$ cat config.mk
export PLATFORM = sky130hd
export DESIGN_NAME = lvds_rx_deframer_flat
export DESIGN_NICKNAME = d
export VERILOG_FILES = /design/src/rtl/lvds_frame_pkg.sv /design/src/rtl/lvds_rx_deframer_if.sv /design/src/rtl/lvds_frame_classify.sv /design/src/rtl/lvds_rx_deframer.sv /design/src/flat_wrapper.sv
export SDC_FILE = /design/constraint.sdc
export NUM_CORES = 1
export LEC_CHECK = 0
export CORE_UTILIZATION = 61
export CTS_BUF_LIST = sky130_fd_sc_hd__clkbuf_4 sky130_fd_sc_hd__clkbuf_8
export DETAILED_ROUTE_END_ITERATION = 8
export DONT_BUFFER_PORTS = 1
export PLACE_DENSITY = 0.77
export SETUP_SLACK_MARGIN = 0.4
export SLEW_MARGIN = 10
export SYNTH_ARGS = -nofsm -noshare
export SYNTH_HDL_FRONTEND = slang
export SYNTH_SLANG_ARGS = --single-unit
$ cat constraint.sdc
create_clock -name clk -period 3.25 [get_ports clk]
set_input_delay 0.65 -clock clk [delete_from_list [all_inputs] [get_ports clk]]
set_output_delay 0.65 -clock clk [all_outputs]
set_load 0.005 [all_outputs]
$ cat src/rtl/lvds_frame_pkg.sv
// Shared framing constants and encodings for the LVDS RX deframer and TX framer.
// Frame layout, MSB first: 10 | I[12:0] | type | 01 | Q[12:0] | 0.
package lvds_frame_pkg;

    localparam int FRAME_BITS  = 32;
    localparam int PAIRS       = 16;
    localparam int SAMPLE_W    = 13;
    localparam int PH_W        = $clog2(PAIRS);

    localparam logic [1:0] SYNC_HI = 2'b10;
    localparam logic [1:0] SYNC_LO = 2'b01;
    localparam int SYNC_HI_MSB = 31;
    localparam int SYNC_LO_MSB = 15;

    localparam int I_MSB    = 29;
    localparam int I_LSB    = 17;
    localparam int TYPE_BIT = 16;
    localparam int Q_MSB    = 13;
    localparam int Q_LSB    = 1;

    typedef enum logic [1:0] {
        ST_HUNT,
        ST_VERIFY,
        ST_LOCKED
    } rx_state_t;

    typedef enum logic [1:0] {
        CLS_IDLE,
        CLS_DATA,
        CLS_EOM,
        CLS_BAD
    } frame_cls_t;

    function automatic logic [FRAME_BITS-1:0] build_frame(
        input logic [SAMPLE_W-1:0] i,
        input logic [SAMPLE_W-1:0] q,
        input logic                is_data
    );
        return {SYNC_HI, i, is_data, SYNC_LO, q, 1'b0};
    endfunction

endpackage

$ cat src/rtl/lvds_rx_deframer_if.sv
// Deframer bus: DDR pair in, unpacked samples and link status out.
interface lvds_rx_deframer_if
    import lvds_frame_pkg::*;
#(
    parameter int ERR_W = 16
);
    logic [1:0]          i_rx_d;
    logic [SAMPLE_W-1:0] o_i;
    logic [SAMPLE_W-1:0] o_q;
    logic                o_valid;
    logic                o_eom;
    logic                o_locked;
    logic                o_lost;
    logic [ERR_W-1:0]    o_err_cnt;

    modport master (
        input  i_rx_d,
        output o_i, o_q, o_valid, o_eom, o_locked, o_lost, o_err_cnt
    );

    modport slave (
        output i_rx_d,
        input  o_i, o_q, o_valid, o_eom, o_locked, o_lost, o_err_cnt
    );

endinterface

$ cat src/rtl/lvds_frame_classify.sv
// Combinational frame classifier: looks at the full 32-bit window and
// reports IDLE / DATA / EOM / BAD.
module lvds_frame_classify
    import lvds_frame_pkg::*;
(
    input  logic [FRAME_BITS-1:0] sr,
    output frame_cls_t            cls
);
    logic sync_ok;

    always_comb begin
        sync_ok = (sr[SYNC_HI_MSB -: 2] == SYNC_HI) &&
                  (sr[SYNC_LO_MSB -: 2] == SYNC_LO) &&
                  !sr[0];
        cls = CLS_BAD;
        if (sr == '0) begin
            cls = CLS_IDLE;
        end else if (sync_ok && sr[TYPE_BIT]) begin
            cls = CLS_DATA;
        end else if (sync_ok && (sr[I_MSB:I_LSB] == '0) && (sr[Q_MSB:Q_LSB] == '0)) begin
            cls = CLS_EOM;
        end
    end

endmodule

$ cat src/rtl/lvds_rx_deframer.sv
// LVDS RX deframer: shifts in DDR pairs, locks to the 32-bit frame boundary
// with hysteresis and emits one I/Q write per received data frame.
module lvds_rx_deframer
    import lvds_frame_pkg::*;
#(
    parameter int LOCK_FRAMES = 4,
    parameter int LOSS_FRAMES = 3,
    parameter int ERR_W       = 16
) (
    input logic                clk,
    input logic                reset_n,
    lvds_rx_deframer_if.master bus
);
    localparam int GOOD_W = $clog2(LOCK_FRAMES + 1);
    localparam int BAD_W  = $clog2(LOSS_FRAMES + 1);
    localparam logic [PH_W-1:0]   PH_LAST     = PH_W'(PAIRS - 1);
    localparam logic [GOOD_W-1:0] GOOD_TARGET = GOOD_W'(LOCK_FRAMES);
    localparam logic [BAD_W-1:0]  BAD_TARGET  = BAD_W'(LOSS_FRAMES);

    logic [FRAME_BITS-1:0] sr;
    logic [PH_W-1:0]       ph;
    rx_state_t             state;
    logic [GOOD_W-1:0]     good;
    logic [BAD_W-1:0]      bad;
    frame_cls_t            cls;
    logic                  frame_ok;
    logic                  boundary;
    logic [GOOD_W-1:0]     good_inc;
    logic [BAD_W-1:0]      bad_inc;

    logic [SAMPLE_W-1:0]   i_r;
    logic [SAMPLE_W-1:0]   q_r;
    logic                  valid_r;
    logic                  eom_r;
    logic                  locked_r;
    logic                  lost_r;
    logic [ERR_W-1:0]      err_r;

    lvds_frame_classify u_classify (
        .sr  (sr),
        .cls (cls)
    );

    assign frame_ok = (cls == CLS_DATA) || (cls == CLS_EOM);
    assign boundary = (ph == PH_LAST);
    assign good_inc = good + 1'b1;
    assign bad_inc  = bad + 1'b1;

    always_ff @(posedge clk or negedge reset_n) begin
        if (!reset_n) begin
            sr       <= '0;
            ph       <= '0;
            state    <= ST_HUNT;
            good     <= '0;
            bad      <= '0;
            i_r      <= '0;
            q_r      <= '0;
            valid_r  <= 1'b0;
            eom_r    <= 1'b0;
            locked_r <= 1'b0;
            lost_r   <= 1'b0;
            err_r    <= '0;
        end else begin
            // i_rx_d[0] is earlier on the wire, so it lands one bit above [1].
            sr      <= {sr[FRAME_BITS-3:0], bus.i_rx_d[0], bus.i_rx_d[1]};
            ph      <= ph + 1'b1;
            valid_r <= 1'b0;
            eom_r   <= 1'b0;
            lost_r  <= 1'b0;
            case (state)
                ST_HUNT: begin
                    if (frame_ok) begin
                        ph   <= '0;
                        good <= GOOD_W'(1);
                        if (LOCK_FRAMES == 1) begin
                            state    <= ST_LOCKED;
                            locked_r <= 1'b1;
                            bad      <= '0;
                        end else begin
                            state <= ST_VERIFY;
                        end
                    end
                end
                ST_VERIFY: begin
                    if (boundary) begin
                        if (frame_ok) begin
                            good <= good_inc;
                            if (good_inc == GOOD_TARGET) begin
                                state    <= ST_LOCKED;
                                locked_r <= 1'b1;
                                bad      <= '0;
                            end
                        end else begin
                            state <= ST_HUNT;
                        end
                    end
                end
                ST_LOCKED: begin
                    if (boundary) begin
                        case (cls)
                            CLS_DATA: begin
                                valid_r <= 1'b1;
                                i_r     <= sr[I_MSB:I_LSB];
                                q_r     <= sr[Q_MSB:Q_LSB];
                                bad     <= '0;
                            end
                            CLS_EOM: begin
                                eom_r <= 1'b1;
                                bad   <= '0;
                            end
                            CLS_IDLE: begin
                            end
                            CLS_BAD: begin
                                bad <= bad_inc;
                                if (err_r != '1) err_r <= err_r + 1'b1;
                                if (bad_inc == BAD_TARGET) begin
                                    state    <= ST_HUNT;
                                    locked_r <= 1'b0;
                                    lost_r   <= 1'b1;
                                end
                            end
                        endcase
                    end
                end
                default: state <= ST_HUNT;
            endcase
        end
    end

    assign bus.o_i       = i_r;
    assign bus.o_q       = q_r;
    assign bus.o_valid   = valid_r;
    assign bus.o_eom     = eom_r;
    assign bus.o_locked  = locked_r;
    assign bus.o_lost    = lost_r;
    assign bus.o_err_cnt = err_r;

endmodule

$ cat src/flat_wrapper.sv
// flat-port wrapper written by rule: the top's interface ports become plain ports
module lvds_rx_deframer_flat import lvds_frame_pkg::*;
#(
    parameter int LOCK_FRAMES = 4,
    parameter int LOSS_FRAMES = 3,
    parameter int ERR_W       = 16
)
  (clk, reset_n, bus_i_rx_d, bus_o_i, bus_o_q, bus_o_valid, bus_o_eom, bus_o_locked, bus_o_lost, bus_o_err_cnt);
  lvds_rx_deframer_if #(.ERR_W(ERR_W)) bus_i ();
  input logic clk;
  input logic reset_n;
  input wire logic [$bits(bus_i.i_rx_d)-1:0] bus_i_rx_d;
  output wire logic [$bits(bus_i.o_i)-1:0] bus_o_i;
  output wire logic [$bits(bus_i.o_q)-1:0] bus_o_q;
  output wire logic [$bits(bus_i.o_valid)-1:0] bus_o_valid;
  output wire logic [$bits(bus_i.o_eom)-1:0] bus_o_eom;
  output wire logic [$bits(bus_i.o_locked)-1:0] bus_o_locked;
  output wire logic [$bits(bus_i.o_lost)-1:0] bus_o_lost;
  output wire logic [$bits(bus_i.o_err_cnt)-1:0] bus_o_err_cnt;
  assign bus_i.i_rx_d = bus_i_rx_d;
  assign bus_o_i = bus_i.o_i;
  assign bus_o_q = bus_i.o_q;
  assign bus_o_valid = bus_i.o_valid;
  assign bus_o_eom = bus_i.o_eom;
  assign bus_o_locked = bus_i.o_locked;
  assign bus_o_lost = bus_i.o_lost;
  assign bus_o_err_cnt = bus_i.o_err_cnt;
  lvds_rx_deframer #(.LOCK_FRAMES(LOCK_FRAMES), .LOSS_FRAMES(LOSS_FRAMES), .ERR_W(ERR_W)) u_core (.clk(clk), .reset_n(reset_n), .bus(bus_i));
endmodule
==> flow_summary_export.csv, run 1 <==
group,metric,value,unit
logic_synthesis,yosysTopAreaCellShare,63.89,%
timing,skew,6.343,ps
detailed_routing,drc,0,
finish,area_growth,11.16,%
logic_synthesis,synth_edf_count,0,
detailed_routing,antenna_left,0,
logic_synthesis,ys_seq_area_share,63.89,%
cts,cts_sinks,89,
pwr,leakagePower,0.001783,uW
finish,layout-drive-gt1-share,13.75,%
worst_hold_path,worstHoldPathType,"input port to asynchronous set/reset pin",
global_route,use_met2,33.45,%
logic_synthesis,synth_seq_cells,89,
logic_synthesis,synth_cells,255,
timing,worst_pin_slew,782.3,ps
pwr,total_power,2279,uW
global_route,grt_usage,21.58,%
cts,clk_pin_slew_worst_paths,90,ps
setup_path,end_kind,"flip-flop",
cts,cts_tree,"yes",
floorplan,fp-row-count,27,
placed_design,portBuffers,0,
timing,finalSetupViolCount,0,
floorplan,die_width,77.60,um
detailed_routing,drtIter0Drc,92,
global_route,grt_pass1_wl,9.708,mm
logic_synthesis,async_reset_ff_share,100.0,%
global_route,grt.met1_usage,27.22,%
cts,cts_inserted_buffers,9,
global_route,busiest_layer,"met2",
timing,slew_headroom,47.72,%
placed_design,dpl.hpwl,3.837,mm
timing,rsz0062_at_grt,"no",
pwr,max-vdd-ir-drop,0.3738,mV
outcome,status,"complete, no violations",
flow_run,drv_cap,0,
finish,seq_area,0.002227,mm^2
timing,fin_setup_tns,0,ps
cts,htree_levels,3,
cts,clock_latency,350,ps
logic_synthesis,synth_top_cell_by_area,"dfrtp_1",
detailed_routing,num_vias,1981,
setup_path,worstPathRequired,3480,ps
logic_synthesis,synth_area_leaders,"dfrtp_1, mux2_1, xnor2_1",
cts,cts_buffer_depth,2,
global_route,grt_overflow,0,
global_route,antenna_found_initial,0,
setup_path,path_class,"flip-flop to flip-flop",
timing,hold_viol,0,
setup_path,worst-path-max-fanout,6,
timing,slew_viol_final,0,
finish,layout_common_cells,"dfrtp_1, mux2_1, xnor2_1",
detailed_routing,vias_per_cell,5.809,
timing,fmax,364.7,MHz
logic_synthesis,syn-num-nets,268,
setup_path,start_kind,"flip-flop",
logic_synthesis,synth.cell_area,0.003486,mm^2
logic_synthesis,syn_area_per_cell,13.67,um^2
timing,holdWs,195.3,ps
setup_path,cp.arrival,2970,ps
floorplan,die_height,77.60,um
timing,min_period,2742,ps
logic_synthesis,ys.flop_type,"dfrtp_1",
finish,multi_input_area,0.001281,mm^2
finish,layout_commonest_cell,"dfrtp_1",
finish,diodes,0,
placed_design,place.gp.congestion,0.7975,
detailed_routing,wire_per_inst,17.39,um
floorplan,start_util,63.30,%
floorplan,core,0.005507,mm^2
detailed_routing,finalWirelength,5.929,mm
global_route,grtUsageMet3,6.235,%
global_route,grt_max_degree,90,
logic_synthesis,synthDistinctLibCells,42,
finish,n_fill_cell,369,
floorplan,ios,50,
finish,finalNetCount,277,
pwr,powerDensity,588.2,mW/mm^2
logic_synthesis,yosys_warnings,0,
cts,cts_root_buffer,"clkbuf_8",
global_route,grt_pass1_vias,2019,
timing,layout_worst_path_cycle_share,84.36,%
floorplan,die-area,0.006021,mm^2
detailed_routing,first_pass_iters,4,
-- registers in the layout, indices dropped and copies added, names as in the netlist, 2 cells and up --
name,flops
u_core.bus.o_i,13
u_core.bus.o_err_cnt,16
u_core.good,3
u_core.state,2
u_core.bus.o_q,13
u_core.bad,2
u_core.ph,4
u_core.sr,32
-- cell families after synthesis --
kind of cell	after synthesis	synth area share [%]
AO/OA/AOI/OAI	26	4.738
buffers and inverters	9	1.149
adder cells (fa/ha/maj)	9	3.230
flip-flops	89	63.89
XOR/XNOR	19	4.774
AND/OR/NAND/NOR	76	13.50
multiplexers	27	8.722
-- layer usage --
| metal | up-vias | wire length (um) |
|---|---|---|
| met1 | 986 | 2687 |
| met3 | 14 | 299 |
| met2 | 48 | 2803 |
| li1 | 933 | - |
| met4 | 0 | 138 |
| met5 | - | 0 |
-- worst max-delay path, stage by stage (launching register included) --
cell and delay [ps]:
dfrtp_1 420, nor4_1 280, nand3_1 230, nor4_2 280, o21ai_1 140, ha_4 330
and4b_1 220, and3_1 190, o21ai_2 200, a21oi_1 90, nand4b_1 140, o211ai_1 90
-- per-stage QoR --
stage	util, %	cells	instance area (um^2)	setup slack [ps]
after floorplan	-	255	3486	598.0
after global placement	64.49	322	3551	438.4
after detailed placement	64.49	322	3551	321.6
after CTS	69.23	339	3812	420.0
after global routing	70.37	341	3875	413.8
final	70.37	341	3875	508.2
-- final timing paths --
path,from,endpoint,slack [ps],depth (start not counted)
setup / recovery,u_core.sr[6],u_core.bad[1],510,11
hold / removal,reset_n,u_core.bad[0],200,1
setup reg to reg,u_core.sr[6],u_core.bad[1],510,11
hold reg to reg,u_core.sr[0],u_core.sr[2],400,0
max in group asynchronous,reset_n,u_core.state[0],2730,1
min in group clk,bus_i_rx_d[0],u_core.sr[1],320,0
-- layout make-up --
class / instances / area share, %
clock inverter: 6 / 2.325
clock buffer: 10 / 3.390
inverter: 4 / 0.3875
sequential: 89 / 57.48
multi-input combinational: 157 / 33.06
tap: 72 / 2.325
timing repair buffer: 3 / 1.033
-- power by group --
group          total (uW)  leakage [uW]  switching [uW]  internal [uW]
clock                 835      0.000111             389            446
combinational         225      0.000523             132           92.6
sequential           1220       0.00115            55.9           1160
total                2280       0.00178             577           1700
-- timing repair --
item                                    CTS  global route
pin swaps                                 0             6
resized for setup                         3             7
endpoints found under the setup margin    3             5
hold buffers                              1             0
buffers inserted                          0             2
hold endpoints to repair                 89             0
-- cell usage after synthesis, types with 2 or more instances --
cell type and number:
dfrtp_1 89, nor2b_1 3, nand4_1 8, nand3_1 12, and3_1 5, a21oi_1 6
nand2b_1 2, ha_1 9, nor3_1 5, and4_4 2, nand2_1 13, nor2_1 7
mux2_1 27, a31oi_1 2, clkbuf_1 2, xor2_1 4, and2_1 2, xnor2_1 15
buf_2 2, inv_1 4, o21ai_1 8, a21o_1 2, nor4_1 7
Note: power is estimated with default switching activity, not from simulation.
==> run 2, diff against run 1 <==
Settings changed: ABC_AREA set to 1.
Clock period 3.25 ns to 2.6 ns, I/O delays scaled along.
==> flow_summary_export.csv, run 2 <==
group,metric,value,unit
finish,largest_reg_flops,32,
setup_path,cp.arrival,2440,ps
logic_synthesis,synth_cells,396,
floorplan,start_util,63.61,%
pwr,total_power,2636,uW
setup_path,worst-path-max-fanout,4,
flow_run,drv_cap,0,
global_route,grt_pass1_wl,11.31,mm
timing,rsz0062_at_grt,"yes",
cts,cts_inserted_buffers,9,
logic_synthesis,ys_seq_area_share,58.78,%
finish,area_growth,11.29,%
logic_synthesis,yosys_warnings,0,
setup_path,start_kind,"flip-flop",
detailed_routing,vias_per_cell,5.346,
floorplan,fp-row-count,28,
cts,cts_buffer_depth,2,
timing,hold_viol,89,
pwr,powerDensity,625.1,mW/mm^2
floorplan,ios,50,
global_route,antenna_found_initial,0,
timing,fmax,454.8,MHz
floorplan,die_width,80.81,um
detailed_routing,num_vias,2657,
logic_synthesis,syn_area_per_cell,9.567,um^2
timing,skew,10.44,ps
timing,layout_worst_path_cycle_share,84.57,%
detailed_routing,antenna_left,0,
finish,design_area,0.004217,mm^2
logic_synthesis,synth_seq_cells,89,
logic_synthesis,yosys-top-cells-count,"nand2_1, dfrtp_1, inv_1, nor2_1, o21ai_1",
setup_path,worstPathRequired,2840,ps
floorplan,die-area,0.006530,mm^2
finish,layout-drive-gt1-share,17.77,%
timing,slew_viol_final,0,
global_route,grt_usage,23.43,%
finish,finalNetCount,431,
placed_design,placed_cells,463,
outcome,status,"complete, but fails checks",
setup_path,regToRegSetupSlack,400,ps
timing,min_period,2199,ps
global_route,grt_max_degree,90,
setup_path,end_kind,"flip-flop",
timing,worst_pin_slew,465.3,ps
setup_path,path_class,"flip-flop to flip-flop",
setup_path,ff2ff_path_depth,14,
timing,holdWs,-146.1,ps
finish,layout_common_cells,"nand2_1, dfrtp_1, inv_1",
finish,layout_commonest_cell,"nand2_1",
placed_design,dpl.hpwl,4.538,mm
detailed_routing,drc,0,
cts,cts_tree,"yes",
logic_synthesis,synth.cell_area,0.003789,mm^2
logic_synthesis,synth_edf_count,0,
worst_hold_path,worstHoldPathType,"input port to asynchronous set/reset pin",
pwr,leakagePower,0.002191,uW
detailed_routing,finalWirelength,7.260,mm
logic_synthesis,ys.flop_type,"dfrtp_1",
cts,cts_root_buffer,"clkbuf_8",
detailed_routing,drtIter0Drc,155,
outcome,violations,"hold timing",
detailed_routing,first_pass_iters,4,
cts,clock_latency,350,ps
finish,diodes,0,
pwr,max-vdd-ir-drop,0.4019,mV
timing,finalSetupViolCount,0,
logic_synthesis,async_reset_ff_share,100.0,%
finish,fin_cells,497,
floorplan,die_height,80.81,um
global_route,grt_overflow,0,
cts,clk_pin_slew_worst_paths,90,ps
timing,fin_setup_tns,0,ps
placed_design,postPlaceCellArea,0.003824,mm^2
cts,htree_levels,3,
logic_synthesis,syn-num-nets,409,
floorplan,core,0.005956,mm^2
logic_synthesis,synth_top_cell_by_area,"dfrtp_1",
timing,slew_headroom,68.98,%
detailed_routing,wire_per_inst,14.61,um
logic_synthesis,synthDistinctLibCells,28,
global_route,grt_pass1_vias,2475,
logic_synthesis,yosysTopAreaCellShare,58.78,%
placed_design,portBuffers,0,
logic_synthesis,yosysMostFrequentCell,"nand2_1",
placed_design,place.gp.congestion,0.9161,
finish,largest-register,"u_core.sr",
logic_synthesis,synth_area_leaders,"dfrtp_1, nand2_1, nand4_1",
cts,cts_sinks,89,
[run 2: cell types whose count changed in the layout (fill, tap and decap cells not counted), moves of 6 or more]
cell,before,now
buf_6,0,8
nor2_1,7,25
mux2_1,27,0
nand2_1,13,114
inv_2,0,18
xnor2_1,15,6
nand4_1,8,20
buf_4,1,12
a21oi_1,6,0
inv_1,4,28
o21ai_1,7,20
[run 2: where the power goes]
part | total (uW) | switching, uW | internal (uW)
Combinational | 302 | 183 | 120
Sequential | 1520 | 59.3 | 1460
Clock | 818 | 473 | 345
Total | 2640 | 715 | 1920
[run 2: repair_timing]
action / CTS / global route
setup buffers: 14 / 5
endpoints found under the setup margin: 4 / 9
pin swaps: 4 / 10
hold endpoints to repair: 89 / 89
gates resized for setup: 5 / 23
[run 2: layout make-up]
cell class / instances / area [um^2]
clock inverter: 6 / 42.54
multi-input combinational: 251 / 1370
sequential: 89 / 2227
timing repair buffer: 20 / 180.2
clock buffer: 9 / 123.9
fill: 443 / 1739
inverter: 47 / 178.9
tap: 75 / 93.84
[run 2: cells by family after synthesis]
logic type | synth area share, %
compound gates | 4.161
xor+xnor | 3.468
fa+ha+maj | 2.972
buf+inv | 6.407
flops | 58.78
simple gates | 24.21
[run 2: per-layer routing]
metal | global-route usage (%) | vias to the layer above | routed length [um]
met2 | 37.31 | 64 | 3705
met1 | 30.78 | 1277 | 3129
met5 | 0 | - | 0
li1 | - | 1307 | -
met4 | 8.571 | 0 | 104
met3 | 6.517 | 9 | 320
[run 2: path summary, 6_finish.rpt]
path,startpoint,end
max in group asynchronous,reset_n,u_core.bus.o_err_cnt[6]
hold reg to reg,u_core.sr[6],u_core.sr[8]
min in group clk,bus_i_rx_d[0],u_core.sr[1]
setup reg to reg,u_core.sr[4],u_core.bad[1]
setup / recovery,u_core.sr[4],u_core.bad[1]
hold / removal,reset_n,u_core.bus.o_i[4]
[run 2: through the flow]
| step | hold WS [ps] | util, % | worst slack [ps] |
|---|---|---|---|
| after floorplan | 224.4 | - | 662.2 |
| after global placement | 226.3 | 64.20 | 405.9 |
| after detailed placement | 226.1 | 64.20 | 354.8 |
| after CTS | -164.1 | 68.87 | 396.2 |
| after global routing | -172.0 | 70.80 | 266.6 |
| final | -146.1 | 70.80 | 401.2 |
[run 2: critical path: stages, from the launching register on]
cell and delay, ps:
dfrtp_1 420, inv_2 90, nand2_2 60, nor2_2 90, nand2_1 70, nor2_2 140
nand3_1 150, inv_1 140, ha_4 230, o21ai_2 170, nand3_1 150, a21oi_2 180
nand2_1 100, nand2_1 70, nand2_1 50
==> run 3, diff against run 2 <==
Settings changed: CORE_UTILIZATION 61 to 59, PLACE_DENSITY 0.77 to 0.78.
Clock period 2.6 ns to 1.95 ns, I/O delays scaled along.
==> flow_summary_export.csv, run 3 (synthesis results as in run 2) <==
group,metric,value,unit
outcome,status,"complete, but fails checks",
setup_path,cp.arrival,2520,ps
timing,hold_viol,89,
finish,largest_reg_flops,32,
pwr,powerDensity,851.0,mW/mm^2
placed_design,placed_cells,501,
floorplan,fp-row-count,28,
detailed_routing,finalWirelength,8.886,mm
floorplan,core,0.006061,mm^2
setup_path,worstPathRequired,2210,ps
setup_path,path_class,"flip-flop to flip-flop",
finish,finalNetCount,473,
finish,layout_commonest_cell,"nand2_1",
floorplan,die_width,82.14,um
detailed_routing,vias_per_cell,5.594,
timing,worst_pin_slew,369.8,ps
global_route,grt_overflow,0,
timing,fmax,441.3,MHz
detailed_routing,drc,0,
floorplan,ios,50,
global_route,antenna_found_initial,0,
placed_design,dpl.hpwl,4.843,mm
pwr,leakagePower,0.002467,uW
floorplan,die_height,82.14,um
finish,largest-register,"u_core.sr",
timing,skew,12.72,ps
cts,cts_tree,"yes",
placed_design,place.gp.congestion,0.8405,
finish,layout-drive-gt1-share,28.82,%
global_route,grt_usage,26.59,%
detailed_routing,drtIter0Drc,282,
setup_path,r2r_start,"u_core.sr[27]",
finish,fin_cells,540,
setup_path,regToRegSetupSlack,-320,ps
placed_design,postPlaceCellArea,0.004131,mm^2
global_route,grt_pass1_vias,2944,
global_route,grt_pass1_wl,13.17,mm
cts,clock_latency,370,ps
setup_path,end_kind,"flip-flop",
timing,slew_headroom,75.15,%
outcome,violations,"hold timing, setup timing",
timing,layout_worst_path_cycle_share,116.2,%
cts,cts_inserted_buffers,9,
pwr,total_power,4062,uW
detailed_routing,antenna_left,0,
placed_design,portBuffers,0,
setup_path,start_kind,"flip-flop",
timing,fin_ws,-316.0,ps
cts,cts_root_buffer,"clkbuf_8",
finish,area_growth,25.99,%
setup_path,r2r-end,"u_core.state[1]",
setup_path,endpoint,"u_core.state[1]",
finish,layout_common_cells,"nand2_1, dfrtp_1, buf_4",
setup_path,ff2ff_path_depth,17,
timing,holdWs,-297.2,ps
detailed_routing,num_vias,3021,
global_route,grt_max_degree,90,
cts,clk_pin_slew_worst_paths,90,ps
cts,cts_buffer_depth,2,
cts,cts_sinks,89,
detailed_routing,first_pass_iters,4,
setup_path,worst-path-max-fanout,4,
timing,min_period,2266,ps
finish,design_area,0.004773,mm^2
worst_hold_path,worstHoldPathType,"input port to asynchronous set/reset pin",
cts,htree_levels,3,
finish,n_fill_cell,345,
timing,slew_viol_final,0,
setup_path,startpoint,"u_core.sr[27]",
pwr,max-vdd-ir-drop,0.5971,mV
floorplan,start_util,62.51,%
flow_run,drv_cap,0,
finish,diodes,0,
timing,finalSetupViolCount,12,
floorplan,die-area,0.006746,mm^2
detailed_routing,wire_per_inst,16.46,um
timing,rsz0062_at_grt,"yes",
## run 3: critical path, stage by stage (launching register included)
cell,delay [ps]
dfrtp_1,420
inv_2,80
nand2_2,70
nor2_4,110
nand2_1,70
nor2_2,150
nand2_1,100
nor2_2,150
nor2_2,70
ha_4,290
inv_4,40
nand2_4,80
inv_4,50
buf_4,120
buf_4,120
buf_4,120
nand3_1,70
nand2_1,50
## run 3: layout make-up
cell class,instances,area [um^2],share of cell area [%]
Clock buffer,10,137.6,2.883
Clock inverter,6,97.59,2.045
Inverter,47,188.9,3.958
Multi-Input combinational cell,252,1490,31.22
Sequential cell,89,2227,46.66
Tap cell,75,93.84,1.966
Timing Repair Buffer,60,531.8,11.14
Timing Repair inverter,1,6.256,0.1311
## run 3: worst min-delay path by stage
stage,startpoint,end,slack [ps],depth (start not counted)
after floorplan,reset_n,u_core.bad[0],90,0
after global placement,reset_n,u_core.bus.o_valid,100,0
after detailed placement,reset_n,u_core.bus.o_i[5],100,0
after CTS,reset_n,u_core.bus.o_i[5],-300,0
after global routing,reset_n,u_core.bus.o_valid,-310,0
final,reset_n,u_core.bus.o_q[12],-300,0
## run 3: metal layers
layer	global-route usage, %	wire length, um	share of wire (%)	vias up
met5	0	0	0	-
met4	12.98	269	3.0	0
met3	5.934	534	6.0	33
met2	44.79	4483	50	112
met1	32.28	3598	40	1471
li1	-	-	-	1405
## run 3: per-stage QoR
| stage | hold WS, ps | util (%) | setup WS (ps) | setup TNS (ps) |
|---|---|---|---|---|
| detailed placement | 96.19 | 68.17 | -279.5 | -1700 |
| CTS | -296.2 | 76.14 | -125.4 | -658.7 |
| global placement | 96.71 | 68.17 | -150.4 | -997.9 |
| finish | -297.2 | 78.76 | -316.0 | -2747 |
| floorplan | 94.41 | - | 24.26 | 0 |
| global route | -310.5 | 78.76 | -412.6 | -3874 |
## run 3: power breakdown
part           leakage (uW)  switching [uW]  internal, uW
Sequential          0.00115            95.3          1940
Combinational       0.00120             320           229
Clock              0.000119             699           777
Total               0.00247            1110          2950
## run 3: repair_timing
| item | in CTS | in global routing |
|---|---|---|
| resized for setup | 30 | 22 |
| setup buffers | 11 | 9 |
| endpoints found under the hold margin | 89 | 89 |
| gates cloned | 3 | 0 |
| pin swaps | 30 | 20 |
| endpoints found under the setup margin | 51 | 57 |
